### src/rtl/load_store_unit_if.sv
// load_store_unit_if: request and data-memory bus between pipeline, load_store_unit and memory
// Ports: in_* request fields and combinational memory read data; o_* memory access, stall and load/trap results.
// modport slave is the LSU side; modport master is the pipeline/memory side.
interface load_store_unit_if;
  logic        in_Valid;
  logic        in_IsStore;
  logic [1:0]  in_Size;
  logic        in_Unsigned;
  logic [31:0] in_Address_dw;
  logic [31:0] in_WriteData_dw;
  logic [31:0] in_MemReadData_dw;
  logic [31:0] o_MemAddress_dw;
  logic [31:0] o_MemWriteData_dw;
  logic        o_MemWrite;
  logic        o_MemRead;
  logic        o_Busy;
  logic [31:0] o_LoadData_dw;
  logic        o_LoadValid;
  logic        o_Misaligned;
  modport slave (
    input  in_Valid, in_IsStore, in_Size, in_Unsigned, in_Address_dw, in_WriteData_dw, in_MemReadData_dw,
    output o_MemAddress_dw, o_MemWriteData_dw, o_MemWrite, o_MemRead, o_Busy, o_LoadData_dw, o_LoadValid, o_Misaligned
  );
  modport master (
    output in_Valid, in_IsStore, in_Size, in_Unsigned, in_Address_dw, in_WriteData_dw, in_MemReadData_dw,
    input  o_MemAddress_dw, o_MemWriteData_dw, o_MemWrite, o_MemRead, o_Busy, o_LoadData_dw, o_LoadValid, o_Misaligned
  );
endinterface

### src/rtl/load_store_unit.sv
// load_store_unit: byte/half/word loads and stores onto a word-aligned data memory, sub-word stores via read-modify-write
// Ports: clk, reset (sync, active-high), bus (load_store_unit_if.slave).
// Macro LSU_MISALIGN_TRAP_EN: reject misaligned/reserved requests with o_Misaligned; otherwise force-align them.
module load_store_unit #(
  parameter int DATA_WIDTH = 32
) (
  input logic clk,
  input logic reset,
  load_store_unit_if.slave bus
);
  typedef enum logic {IDLE, RMW_WRITE} state_t;
  state_t r_state;
  logic [DATA_WIDTH-1:0] r_addr, r_data, r_load_data;
  logic r_load_valid, r_misaligned;
  logic w_accept, w_mis, w_go, w_byte, w_half, w_word, w_rmw;
  logic [1:0] w_lane;
  logic [7:0] w_b;
  logic [15:0] w_h;
  logic [DATA_WIDTH-1:0] w_rd, w_wd, w_ext, w_mask, w_wsh, w_merged;
  always_comb begin
    w_rd     = bus.in_MemReadData_dw;
    w_wd     = bus.in_WriteData_dw;
    w_lane   = bus.in_Address_dw[1:0];
    w_accept = bus.in_Valid && r_state == IDLE && !reset;
    w_byte   = bus.in_Size == 2'b00;
    w_half   = bus.in_Size == 2'b01;
    w_word   = bus.in_Size[1];
`ifdef LSU_MISALIGN_TRAP_EN
    w_mis    = (w_half && w_lane[0]) || (bus.in_Size == 2'b10 && w_lane != 2'b00) || bus.in_Size == 2'b11;
`else
    w_mis    = 1'b0;
`endif
    w_go     = w_accept && !w_mis;
    w_rmw    = r_state == RMW_WRITE && !reset;
    w_b      = w_rd[{w_lane, 3'b000} +: 8];
    w_h      = w_lane[1] ? w_rd[31:16] : w_rd[15:0];
    w_ext    = w_byte ? {{24{!bus.in_Unsigned && w_b[7]}}, w_b}
             : w_half ? {{16{!bus.in_Unsigned && w_h[15]}}, w_h} : w_rd;
    // replicate store data across all lanes, then keep only the target lane(s)
    w_mask   = w_byte ? 32'h0000_00FF << {w_lane, 3'b000} : 32'h0000_FFFF << {w_lane[1], 4'b0000};
    w_wsh    = w_byte ? {4{w_wd[7:0]}} : {2{w_wd[15:0]}};
    w_merged = (w_rd & ~w_mask) | (w_wsh & w_mask);
    bus.o_MemAddress_dw   = w_rmw ? r_addr : {bus.in_Address_dw[31:2], 2'b00};
    bus.o_MemWriteData_dw = w_rmw ? r_data : w_wd;
    bus.o_MemWrite        = w_rmw || (r_state == IDLE && w_go && bus.in_IsStore && w_word);
    bus.o_MemRead         = w_go && !(bus.in_IsStore && w_word);
    bus.o_Busy            = w_rmw;
    bus.o_LoadData_dw     = r_load_data;
    bus.o_LoadValid       = r_load_valid;
    bus.o_Misaligned      = r_misaligned;
  end
  always_ff @(posedge clk) begin
    if (reset) begin
      r_state      <= IDLE;
      r_addr       <= '0;
      r_data       <= '0;
      r_load_data  <= '0;
      r_load_valid <= 1'b0;
      r_misaligned <= 1'b0;
    end else begin
      r_load_valid <= w_go && !bus.in_IsStore;
      r_misaligned <= w_accept && w_mis;
      if (w_go && !bus.in_IsStore) r_load_data <= w_ext;
      if (r_state == RMW_WRITE) r_state <= IDLE;
      else if (w_go && bus.in_IsStore && !w_word) begin
        r_state <= RMW_WRITE;
        r_addr  <= {bus.in_Address_dw[31:2], 2'b00};
        r_data  <= w_merged;
      end
    end
  end
endmodule
### src/flat_wrapper.sv
// flat-port wrapper written by rule: the top's interface ports become plain ports
module load_store_unit_flat 
#(
  parameter int DATA_WIDTH = 32
)
  (clk, reset, bus_in_Valid, bus_in_IsStore, bus_in_Size, bus_in_Unsigned, bus_in_Address_dw, bus_in_WriteData_dw, bus_in_MemReadData_dw, bus_o_MemAddress_dw, bus_o_MemWriteData_dw, bus_o_MemWrite, bus_o_MemRead, bus_o_Busy, bus_o_LoadData_dw, bus_o_LoadValid, bus_o_Misaligned);
  load_store_unit_if bus_i ();
  input logic clk;
  input logic reset;
  input wire logic [$bits(bus_i.in_Valid)-1:0] bus_in_Valid;
  input wire logic [$bits(bus_i.in_IsStore)-1:0] bus_in_IsStore;
  input wire logic [$bits(bus_i.in_Size)-1:0] bus_in_Size;
  input wire logic [$bits(bus_i.in_Unsigned)-1:0] bus_in_Unsigned;
  input wire logic [$bits(bus_i.in_Address_dw)-1:0] bus_in_Address_dw;
  input wire logic [$bits(bus_i.in_WriteData_dw)-1:0] bus_in_WriteData_dw;
  input wire logic [$bits(bus_i.in_MemReadData_dw)-1:0] bus_in_MemReadData_dw;
  output wire logic [$bits(bus_i.o_MemAddress_dw)-1:0] bus_o_MemAddress_dw;
  output wire logic [$bits(bus_i.o_MemWriteData_dw)-1:0] bus_o_MemWriteData_dw;
  output wire logic [$bits(bus_i.o_MemWrite)-1:0] bus_o_MemWrite;
  output wire logic [$bits(bus_i.o_MemRead)-1:0] bus_o_MemRead;
  output wire logic [$bits(bus_i.o_Busy)-1:0] bus_o_Busy;
  output wire logic [$bits(bus_i.o_LoadData_dw)-1:0] bus_o_LoadData_dw;
  output wire logic [$bits(bus_i.o_LoadValid)-1:0] bus_o_LoadValid;
  output wire logic [$bits(bus_i.o_Misaligned)-1:0] bus_o_Misaligned;
  assign bus_i.in_Valid = bus_in_Valid;
  assign bus_i.in_IsStore = bus_in_IsStore;
  assign bus_i.in_Size = bus_in_Size;
  assign bus_i.in_Unsigned = bus_in_Unsigned;
  assign bus_i.in_Address_dw = bus_in_Address_dw;
  assign bus_i.in_WriteData_dw = bus_in_WriteData_dw;
  assign bus_i.in_MemReadData_dw = bus_in_MemReadData_dw;
  assign bus_o_MemAddress_dw = bus_i.o_MemAddress_dw;
  assign bus_o_MemWriteData_dw = bus_i.o_MemWriteData_dw;
  assign bus_o_MemWrite = bus_i.o_MemWrite;
  assign bus_o_MemRead = bus_i.o_MemRead;
  assign bus_o_Busy = bus_i.o_Busy;
  assign bus_o_LoadData_dw = bus_i.o_LoadData_dw;
  assign bus_o_LoadValid = bus_i.o_LoadValid;
  assign bus_o_Misaligned = bus_i.o_Misaligned;
  load_store_unit #(.DATA_WIDTH(DATA_WIDTH)) u_core (.clk(clk), .reset(reset), .bus(bus_i));
endmodule
### config.mk
export PLATFORM = sky130hd
export DESIGN_NAME = load_store_unit_flat
export DESIGN_NICKNAME = d
export VERILOG_FILES = /design/src/rtl/load_store_unit_if.sv /design/src/rtl/load_store_unit.sv /design/src/flat_wrapper.sv
export SDC_FILE = /design/constraint.sdc
export NUM_CORES = 1
export LEC_CHECK = 0
export CORE_AREA = 2 2 112 114
export DETAILED_ROUTE_END_ITERATION = 8
export DIE_AREA = 0 0 114 116
export PLACE_DENSITY = 0.8
export SYNTH_ARGS = -nofsm -noshare
export SYNTH_HDL_FRONTEND = slang
export SYNTH_SLANG_ARGS = --single-unit
### constraint.sdc
create_clock -name clk -period 2.3 [get_ports clk]
set_input_delay 0.46 -clock clk [delete_from_list [all_inputs] [get_ports clk]]
set_output_delay 0.46 -clock clk [all_outputs]
set_load 0.005 [all_outputs]
==> impl_metrics.ini, run 1 <==
[status]
outcome = finished, final reports clean

[synth]
async_flop_share = 0
synth_area_mm2 = 0.00518
ys_seq_elements = 96
synth_largest_area_cell = dfxtp_1
synth_common_cells = 96 x dfxtp_1, 95 x nand2_1, 72 x mux2_2
synth_cells = 557
avgSynthCellArea_um2 = 9.30
synthMostInstantiatedCell = dfxtp_1
netlist.area_leader.share = 0.371
synth_flop_cell = dfxtp_1
yosysSeqAreaShare = 0.371
synth.area.top_cells = dfxtp_1 37%, mux2_2 16%, nand2_1 6.9%, mux2i_1 4.6%, nand3_1 4.4%
synth_cell_types = 37
synth_edf_count = 0
ys.warnings.count = 0

[pwr]
combinationalPowerShare = 0.224
pwr-share-seq = 0.412
p_clk_frac = 0.363
p_leak_nw = 3.28
ir_worst_vdd_uv = 405
p_per_area_mw_per_mm2 = 538
intPower_mw = 3.19
p_total_mw = 4.33
swShare = 0.263
p_sw_mw = 1.14

[setup_path]
crit_buf_inv = 2
worst-r2r-cell-count = 6
slowest_delay_ns = 0.47
rrSetupSlack_ns = 0.33
cp.depth = 4
worstPathArrival_ns = 1.82
slowest_stage = clkdlybuf4s50_1
path_cells = nand2_8 > buf_12 > mux2_2 > clkdlybuf4s50_1
cp-startpoint = u_core.r_state$_SDFF_PP0_
r2r-start = u_core.r_state$_SDFF_PP0_
crit_end = bus_o_MemAddress_dw[2]
cp-end-kind = output port
worstReg2RegEnd = u_core.r_addr[10]$_SDFFE_PP0P_
worst_ep_required_time_ns = 1.84
crit_family = buffers and inverters
path_class = flip-flop to output port
start_kind = flip-flop
crit_fanout = 13

[cells_and_area]
syn2layout_area_growth_pct = 55.4
nFillCells = 922
multi_input_area_mm2 = 0.00303
layout.area.seq_mm2 = 0.00192
stdcell_count = 928
num_antenna_cells = 0
drive_gt1_frac = 0.251
final_core_util = 0.676
fin_nets = 879
final_design_area_no_fill_mm2 = 0.00805

[detailed_routing]
detail-route-antenna-nets = 0
drcViolationCount = 0
dr_total_vias = 5208
wire_per_inst_um = 19.0
dr.pass1.iters = 7
routed_wl_um = 17600
avgViaCountPerCell = 5.61
first_iter_violations = 338

[floorplanning]
core_mm2 = 0.0119
io_pins = 204
rows = 40
die_h_um = 116
start_util = 0.435
die_x_um = 114
die_area_mm2 = 0.0132

[sta]
fin_crit_ns = 2.28
finalSetupViolCount = 0
fin_skew_ns = 0.00502
rsz0062_at_grt = no
max_slew.worst_pin.slew_ns = 0.914
slew_viol_final = 0
slew_headroom = 0.388
fmax_mhz = 439
min_period_over_period = 0.990
finalHoldViolCount = 0
whs_ns = 0.459

[clock_tree]
path_clk_slew_ns = 0.07
clock-root-buffer = clkbuf_16
max-clock-path-buffers = 2
hold_buffers = 0
numCtsBuffers = 9
htree_levels = 3
clkSinkCount = 96
insertion_delay_ns = 0.34
tritoncts = done

[grt]
grt_pass1_vias = 5115
track_usage = 0.259
grt_pass1_wl_um = 26800
overflow = 0
grt_max_degree = 63
antenna_found_initial = 0

[placement]
hpwlAfterDp_um = 13200
place_inst = 905
port_buffers = 200
place.gp.congestion = 0.888
placed_area_mm2 = 0.00760

[min_path]
hold_path.class = flip-flop to flip-flop

[flow_run]
cap_violations = 0
[power by group through the flow]
stage | Combinational (mW) | Sequential, mW | Clock (mW)
floorplan | 0.387 | 1.81 | 0
global placement | 0.933 | 1.82 | 0
detailed placement | 0.951 | 1.82 | 0
CTS | 0.967 | 1.79 | 1.57
global route | 1.03 | 1.79 | 1.64
finish | 0.971 | 1.79 | 1.57
[repair_timing]
item | 4_1_cts | 5_1_grt
resized for setup | 6 | 17
pin swaps | 5 | 2
gates cloned | 1 | 0
setup endpoints to repair | 61 | 78
buffers inserted | 4 | 2
[layout by cell type (no fill, tap or decap), types with 8 or more instances in the layout]
| cell | netlist | final |
|---|---|---|
| mux2i_1 | 24 | 24 |
| clkbuf_16 | 0 | 9 |
| clkdlybuf4s50_1 | 0 | 187 |
| nand3b_1 | 9 | 9 |
| nor2_1 | 16 | 15 |
| mux2_2 | 72 | 72 |
| o21ai_0 | 24 | 24 |
| nand2_1 | 95 | 94 |
| a21oi_1 | 24 | 24 |
| dfxtp_1 | 96 | 95 |
| nor3b_1 | 17 | 17 |
| dlymetal6s2s_1 | 0 | 11 |
| a311o_1 | 16 | 16 |
| buf_4 | 7 | 46 |
| o21ba_2 | 8 | 8 |
| nand3_1 | 46 | 46 |
| a211oi_2 | 8 | 8 |
[how the worst min path moves through the flow]
stage | slack, ns | cells past startpoint | endpoint | start
after global placement | 0.44 | 2 | u_core.r_addr[25]$_SDFFE_PP0P_ | u_core.r_addr[25]$_SDFFE_PP0P_
final | 0.46 | 2 | u_core.r_addr[7]$_SDFFE_PP0P_ | u_core.r_addr[7]$_SDFFE_PP0P_
after global routing | 0.48 | 2 | u_core.r_addr[16]$_SDFFE_PP0P_ | u_core.r_addr[16]$_SDFFE_PP0P_
after floorplan | 0.43 | 2 | u_core.r_addr[10]$_SDFFE_PP0P_ | u_core.r_addr[10]$_SDFFE_PP0P_
after CTS | 0.46 | 2 | u_core.r_addr[7]$_SDFFE_PP0P_ | u_core.r_addr[7]$_SDFFE_PP0P_
after detailed placement | 0.45 | 2 | u_core.r_addr[7]$_SDFFE_PP0P_ | u_core.r_addr[7]$_SDFFE_PP0P_
[tightest hold or removal path, cell delays in order (launching register included)]
cell and delay (ns):
dfxtp_1 0.31, nand3_1 0.06, nand2_1 0.04
[registers in the layout, indices dropped and copies added (netlist names)]
register                  flops
u_core.bus.o_LoadData_dw     32
u_core.r_state                1
u_core.r_addr                30
u_core.bus.o_LoadValid        1
u_core.r_data                32
[through the flow]
stage	setup WS (ns)	setup TNS, ns
4_1_cts	0.000664	0
5_1_grt	0.00405	0
3_5_place_dp	-0.345	-26.03
2_1_floorplan	0.308	0
6_report	0.0222	0
3_3_place_gp	-0.279	-21.63
[cell type report]
cell class                      instances  area share
Multi-Input combinational cell        408       0.377
Timing Repair Buffer                  258       0.321
Sequential cell                        96       0.239
Clock buffer                            9      0.0280
Tap cell                              147      0.0228
Clock inverter                          7      0.0107
Inverter                                3     0.00233
[layer usage]
metal  part of all wire  track usage
met1               0.41        0.320
met2               0.50        0.445
met3              0.053       0.0418
met4              0.029        0.115
met5                  0            0
[cells by family after synthesis]
| group | count (synthesis) | share of synthesized area |
|---|---|---|
| compound gates | 101 | 0.158 |
| mux | 103 | 0.233 |
| buf+inv | 55 | 0.0505 |
| other cells | 1 | 0.000724 |
| simple gates | 201 | 0.186 |
| flops | 96 | 0.371 |
Note: power is estimated with default switching activity, not from simulation.
==> inputs of run 2 (changes only) <==
--- a/config.mk
+++ b/config.mk
@@ -5,9 +5,10 @@
 export SDC_FILE = /design/constraint.sdc
 export NUM_CORES = 1
 export LEC_CHECK = 0
-export CORE_AREA = 2 2 112 114
+export ABC_AREA = 1
+export CORE_AREA = 2 2 115 117
 export DETAILED_ROUTE_END_ITERATION = 8
-export DIE_AREA = 0 0 114 116
+export DIE_AREA = 0 0 117 119
 export PLACE_DENSITY = 0.8
 export SYNTH_ARGS = -nofsm -noshare
 export SYNTH_HDL_FRONTEND = slang
==> impl_metrics.ini, run 2 <==
[status]
outcome = finished, final reports clean

[detailed_routing]
detail-route-antenna-nets = 0
routed_wl_um = 19200
drcViolationCount = 0
wire_per_inst_um = 14.8
first_iter_violations = 495
dr_total_vias = 6499
dr.pass1.iters = 6
avgViaCountPerCell = 5.01

[clock_tree]
hold_buffers = 0
clkSinkCount = 96
tritoncts = done
htree_levels = 3
numCtsBuffers = 9
insertion_delay_ns = 0.35
max-clock-path-buffers = 2
path_clk_slew_ns = 0.07
clock-root-buffer = clkbuf_16

[synth]
ys.warnings.count = 0
synth_mux_area_frac = 0
synth_edf_count = 0
synth_largest_area_cell = dfxtp_1
async_flop_share = 0
synth_cells = 926
synth_compound_area_frac = 0.197
synth_xor_area_frac = 0
synth_area_mm2 = 0.00571
avgSynthCellArea_um2 = 6.16
netlist.area_leader.share = 0.337
synthMostInstantiatedCell = nand2_1
ys_seq_elements = 96
synthAdderAreaFrac = 0
synth_top_family_by_area = simple AND/OR/NAND/NOR gates
synth_flop_cell = dfxtp_1
synth-simple-area-share = 0.295
yosysSeqAreaShare = 0.337
synth.area.top_cells = dfxtp_1 34%, nand2_1 18%, o21ai_0 11%, inv_1 9.8%, nand3_1 7.5%
synth_cell_types = 26
synth_common_cells = 276 x nand2_1, 149 x inv_1, 131 x o21ai_0

[setup_path]
rrSetupSlack_ns = 0.88
path_class = input pin to output port
start_kind = input pin
worst-r2r-cell-count = 10
worst_ep_required_time_ns = 1.84
cp-end-kind = output port
worstPathArrival_ns = 1.77
crit_fanout = 3

[sta]
min_period_over_period = 0.971
fin_crit_ns = 2.23
max_slew.worst_pin.slew_ns = 0.843
slew_headroom = 0.438
fin_skew_ns = 0.00589
slew_viol_final = 0
fmax_mhz = 448
finalHoldViolCount = 0
finalSetupViolCount = 0
setup_slack_ns = 0.0675

[placement]
place.gp.congestion = 0.907
port_buffers = 200
placed_area_mm2 = 0.00790
pre_cts_slack_ns = -0.244
hpwlAfterDp_um = 13500

[floorplanning]
rows = 42
io_pins = 204
start_util = 0.443
die_area_mm2 = 0.0139
die_h_um = 119
core_mm2 = 0.0129
die_x_um = 117

[min_path]
holdPathStages = 2
hold_path.class = flip-flop to flip-flop

[grt]
grt_pass1_wl_um = 28600
antenna_found_initial = 0
grt_pass1_vias = 5673
overflow = 0
track_usage = 0.262
grt_max_degree = 79

[cells_and_area]
final_cell_mix = 276 x nand2_1, 147 x inv_1, 136 x clkdlybuf4s50_1
num_antenna_cells = 0
final_design_area_no_fill_mm2 = 0.00843
final_common_cell = nand2_1
final_core_util = 0.655
drive_gt1_frac = 0.0696
fin_nets = 1219
syn2layout_area_growth_pct = 47.7

[flow_run]
cap_violations = 0

[pwr]
p_per_area_mw_per_mm2 = 515
p_total_mw = 4.34
p_leak_nw = 4.40
ir_worst_vdd_uv = 356
==> run 2: timing repair <==
| item | in CTS | in global routing |
|---|---|---|
| pin swaps | 1 | 0 |
| buffers inserted | 2 | 4 |
| gates resized for setup | 32 | 50 |
| setup endpoints to repair | 65 | 43 |
| gates cloned | 1 | 3 |
==> run 2: path summary, 6_finish.rpt <==
path | from | to
worst max-delay path | bus_in_Valid | bus_o_MemRead
worst min-delay path | u_core.bus.o_LoadData_dw[6]$_SDFFE_PP0P_ | u_core.bus.o_LoadData_dw[6]$_SDFFE_PP0P_
worst max register to register | u_core.r_state$_SDFF_PP0_ | u_core.r_data[28]$_SDFFE_PP0P_
worst min register to register | u_core.bus.o_LoadData_dw[6]$_SDFFE_PP0P_ | u_core.bus.o_LoadData_dw[6]$_SDFFE_PP0P_
==> run 2: cells by family (layout without fill, tap and decap cells) <==
logic type	Yosys count	count (layout)
simple gates	403	403
buf+inv	222	415
compound gates	204	204
flops	96	96
other cells	1	3
==> run 2: metal layers <==
layer | part of all wire | GRT usage
met2 | 0.47 | 0.422
met5 | 0 | 0
met3 | 0.091 | 0.0636
met1 | 0.42 | 0.344
met4 | 0.020 | 0.0787
==> run 2: stage by stage <==
stage / hold WS [ns] / std cells / TNS (ns)
4_1_cts: 0.478 / 1290 / 0
3_3_place_gp: 0.461 / 1271 / -12.31
5_1_grt: 0.498 / 1297 / -0.0539
2_1_floorplan: 0.453 / 928 / 0
3_5_place_dp: 0.463 / 1271 / -12.95
6_report: 0.473 / 1297 / 0
==> run 2: worst max-delay path, stage by stage <==
cell	delay (ns)
clkdlybuf4s50_1	0.51
nand3_4	0.11
nor2_4	0.11
inv_2	0.04
nand2_1	0.06
clkdlybuf4s50_1	0.49
==> run 2: area by class of cell <==
cell class	count	area (um^2)
flip-flops and latches	96	1920
clock inverters	5	81.3
fillers	1168	4440
inverters	156	589
repair buffers	243	2560
clock buffers	11	233
well taps	176	220
multi-input cells	610	2830
==> run 2: power by group <==
group	internal, mW	total [mW]	switching (mW)
Clock	0.954	1.61	0.656
Combinational	0.488	0.942	0.454
Sequential	1.75	1.79	0.0458
Total	3.19	4.34	1.16
==> inputs of run 3 (changes only) <==
--- a/config.mk
+++ b/config.mk
@@ -9,7 +9,9 @@
 export CORE_AREA = 2 2 115 117
 export DETAILED_ROUTE_END_ITERATION = 8
 export DIE_AREA = 0 0 117 119
+export HOLD_SLACK_MARGIN = 0.1
 export PLACE_DENSITY = 0.8
+export SETUP_SLACK_MARGIN = 0.02
 export SYNTH_ARGS = -nofsm -noshare
 export SYNTH_HDL_FRONTEND = slang
 export SYNTH_SLANG_ARGS = --single-unit
==> impl_metrics.ini, run 3 (synthesis gave the netlist of run 2 again) <==
[grt]
antenna_found_initial = 0
track_usage = 0.262
overflow = 0
grt_max_degree = 79
grt_pass1_vias = 5651
grt_pass1_wl_um = 28700

[sta]
fin_skew_ns = 0.00586
slew_headroom = 0.443
min_period_over_period = 0.957
finalHoldViolCount = 0
fmax_mhz = 454
fin_crit_ns = 2.20
slew_viol_final = 0
max_slew.worst_pin.slew_ns = 0.835
finalSetupViolCount = 0

[pwr]
p_total_mw = 4.32
ir_worst_vdd_uv = 355
p_leak_nw = 4.19
p_per_area_mw_per_mm2 = 520

[setup_path]
path_cells = clkdlybuf4s15_1 > nor2_4 > buf_6 > buf_4 > buf_6 > buf_4 > nand2_1 > nand2_1 > clkdlybuf4s15_1
crit_buf_inv = 6
slowest_stage = clkdlybuf4s15_1
crit_fanout = 6
slowest_delay_ns = 0.23
path_class = input pin to output port
worst_ep_required_time_ns = 1.84
r2r-start = u_core.r_state$_SDFF_PP0_
start_kind = input pin
worstReg2RegEnd = u_core.r_data[28]$_SDFFE_PP0P_
rrSetupSlack_ns = 0.89
crit_family = buffers and inverters
cp-end-kind = output port
worst-r2r-cell-count = 10
worstPathArrival_ns = 1.74

[clock_tree]
htree_levels = 3
clkSinkCount = 96
path_clk_slew_ns = 0.07
max-clock-path-buffers = 2
insertion_delay_ns = 0.35
hold_buffers = 0
tritoncts = done
numCtsBuffers = 9
clock-root-buffer = clkbuf_16

[min_path]
hold_path.class = flip-flop to flip-flop
holdPathStages = 2
min-delay-start = u_core.bus.o_LoadData_dw[6]$_SDFFE_PP0P_
min_delay_worst_endpoint = u_core.bus.o_LoadData_dw[6]$_SDFFE_PP0P_

[placement]
place.gp.congestion = 0.907
port_buffers = 200
hpwlAfterDp_um = 13500

[floorplanning]
die_x_um = 117
die_h_um = 119
die_area_mm2 = 0.0139
rows = 42
core_mm2 = 0.0129
io_pins = 204
start_util = 0.443

[detailed_routing]
wire_per_inst_um = 14.4
dr.pass1.iters = 7
drcViolationCount = 0
dr_total_vias = 6475
routed_wl_um = 18700
first_iter_violations = 515
detail-route-antenna-nets = 0
avgViaCountPerCell = 5.00

[cells_and_area]
final_core_util = 0.645
drive_gt1_frac = 0.0670
num_antenna_cells = 0
fin_nets = 1217
final_common_cell = nand2_1
final_cell_mix = 276 x nand2_1, 147 x inv_1, 135 x clkdlybuf4s50_1
syn2layout_area_growth_pct = 45.5

[status]
outcome = finished, final reports clean

[flow_run]
cap_violations = 0
## run 3: changes by cell type in the layout (fill, tap and decap cells not counted), sizes merged
cell,before,now
dlygate4sd2,21,46
dlymetal6s2s,41,16
buf,41,40
clkdlybuf4s15,1,3
clkbuf,14,12
clkdlybuf4s50,136,135
## run 3: worst max-delay path by stage
| stage | from | endpoint | slack, ns | cells after the start |
|---|---|---|---|---|
| 3_3_place_gp | reset | bus_o_MemWriteData_dw[22] | -0.24 | 7 |
| 4_1_cts | u_core.r_state$_SDFF_PP0_ | bus_o_MemWriteData_dw[14] | 0.01 | 6 |
| 3_5_place_dp | reset | bus_o_MemWriteData_dw[19] | -0.24 | 7 |
| 2_1_floorplan | reset | bus_o_MemAddress_dw[10] | 0.60 | 5 |
| 6_report | reset | bus_o_MemWriteData_dw[21] | 0.1 | 9 |
| 5_1_grt | u_core.r_state$_SDFF_PP0_ | bus_o_MemWriteData_dw[21] | -0.02 | 9 |
## run 3: area by class of cell
type                       count  area, um^2
inverter                     156         589
sequential                    96        1920
clock buffer                  11         233
timing repair buffer         241        2430
tap                          176         220
fill                        1194        4570
multi-input combinational    610        2830
clock inverter                 5        81.3
## run 3: power by group
| group | internal [mW] | total (mW) | switching, mW | leakage, nW |
|---|---|---|---|---|
| combinational | 0.476 | 0.926 | 0.450 | 3.25 |
| clock | 0.954 | 1.60 | 0.650 | 0.150 |
| sequential | 1.75 | 1.79 | 0.0451 | 0.785 |
| total | 3.18 | 4.32 | 1.15 | 4.19 |
## run 3: per-stage QoR
stage / hold WS, ns / setup WS, ns / setup TNS, ns / cells / instance area, um^2
floorplan: 0.453 / 0.598 / 0 / 928 / 5720
global placement: 0.461 / -0.239 / -12.31 / 1271 / 7900
detailed placement: 0.463 / -0.244 / -12.95 / 1271 / 7900
CTS: 0.478 / 0.0120 / 0 / 1292 / 8220
global route: 0.498 / -0.0195 / -0.0195 / 1295 / 8310
finish: 0.474 / 0.0994 / 0 / 1295 / 8310
## run 3: routing by layer
layer / routed length, um / track usage / vias up
li1: - / - / 3288
met1: 8180 / 0.348 / 2915
met2: 8550 / 0.420 / 243
met3: 1590 / 0.0626 / 29
met4: 368 / 0.0787 / 0
met5: 0 / 0 / -
## run 3: timing repair
action | in CTS | in global routing
gates cloned | 2 | 1
resized for setup | 60 | 22
buffers inserted | 3 | 2
setup endpoints to repair | 65 | 21
pin swaps | 1 | 1
## run 3: tightest hold or removal path, stage by stage, from the launching register on
cell and delay, ns:
dfxtp_1 0.31, nand3_1 0.07, nand2_1 0.05
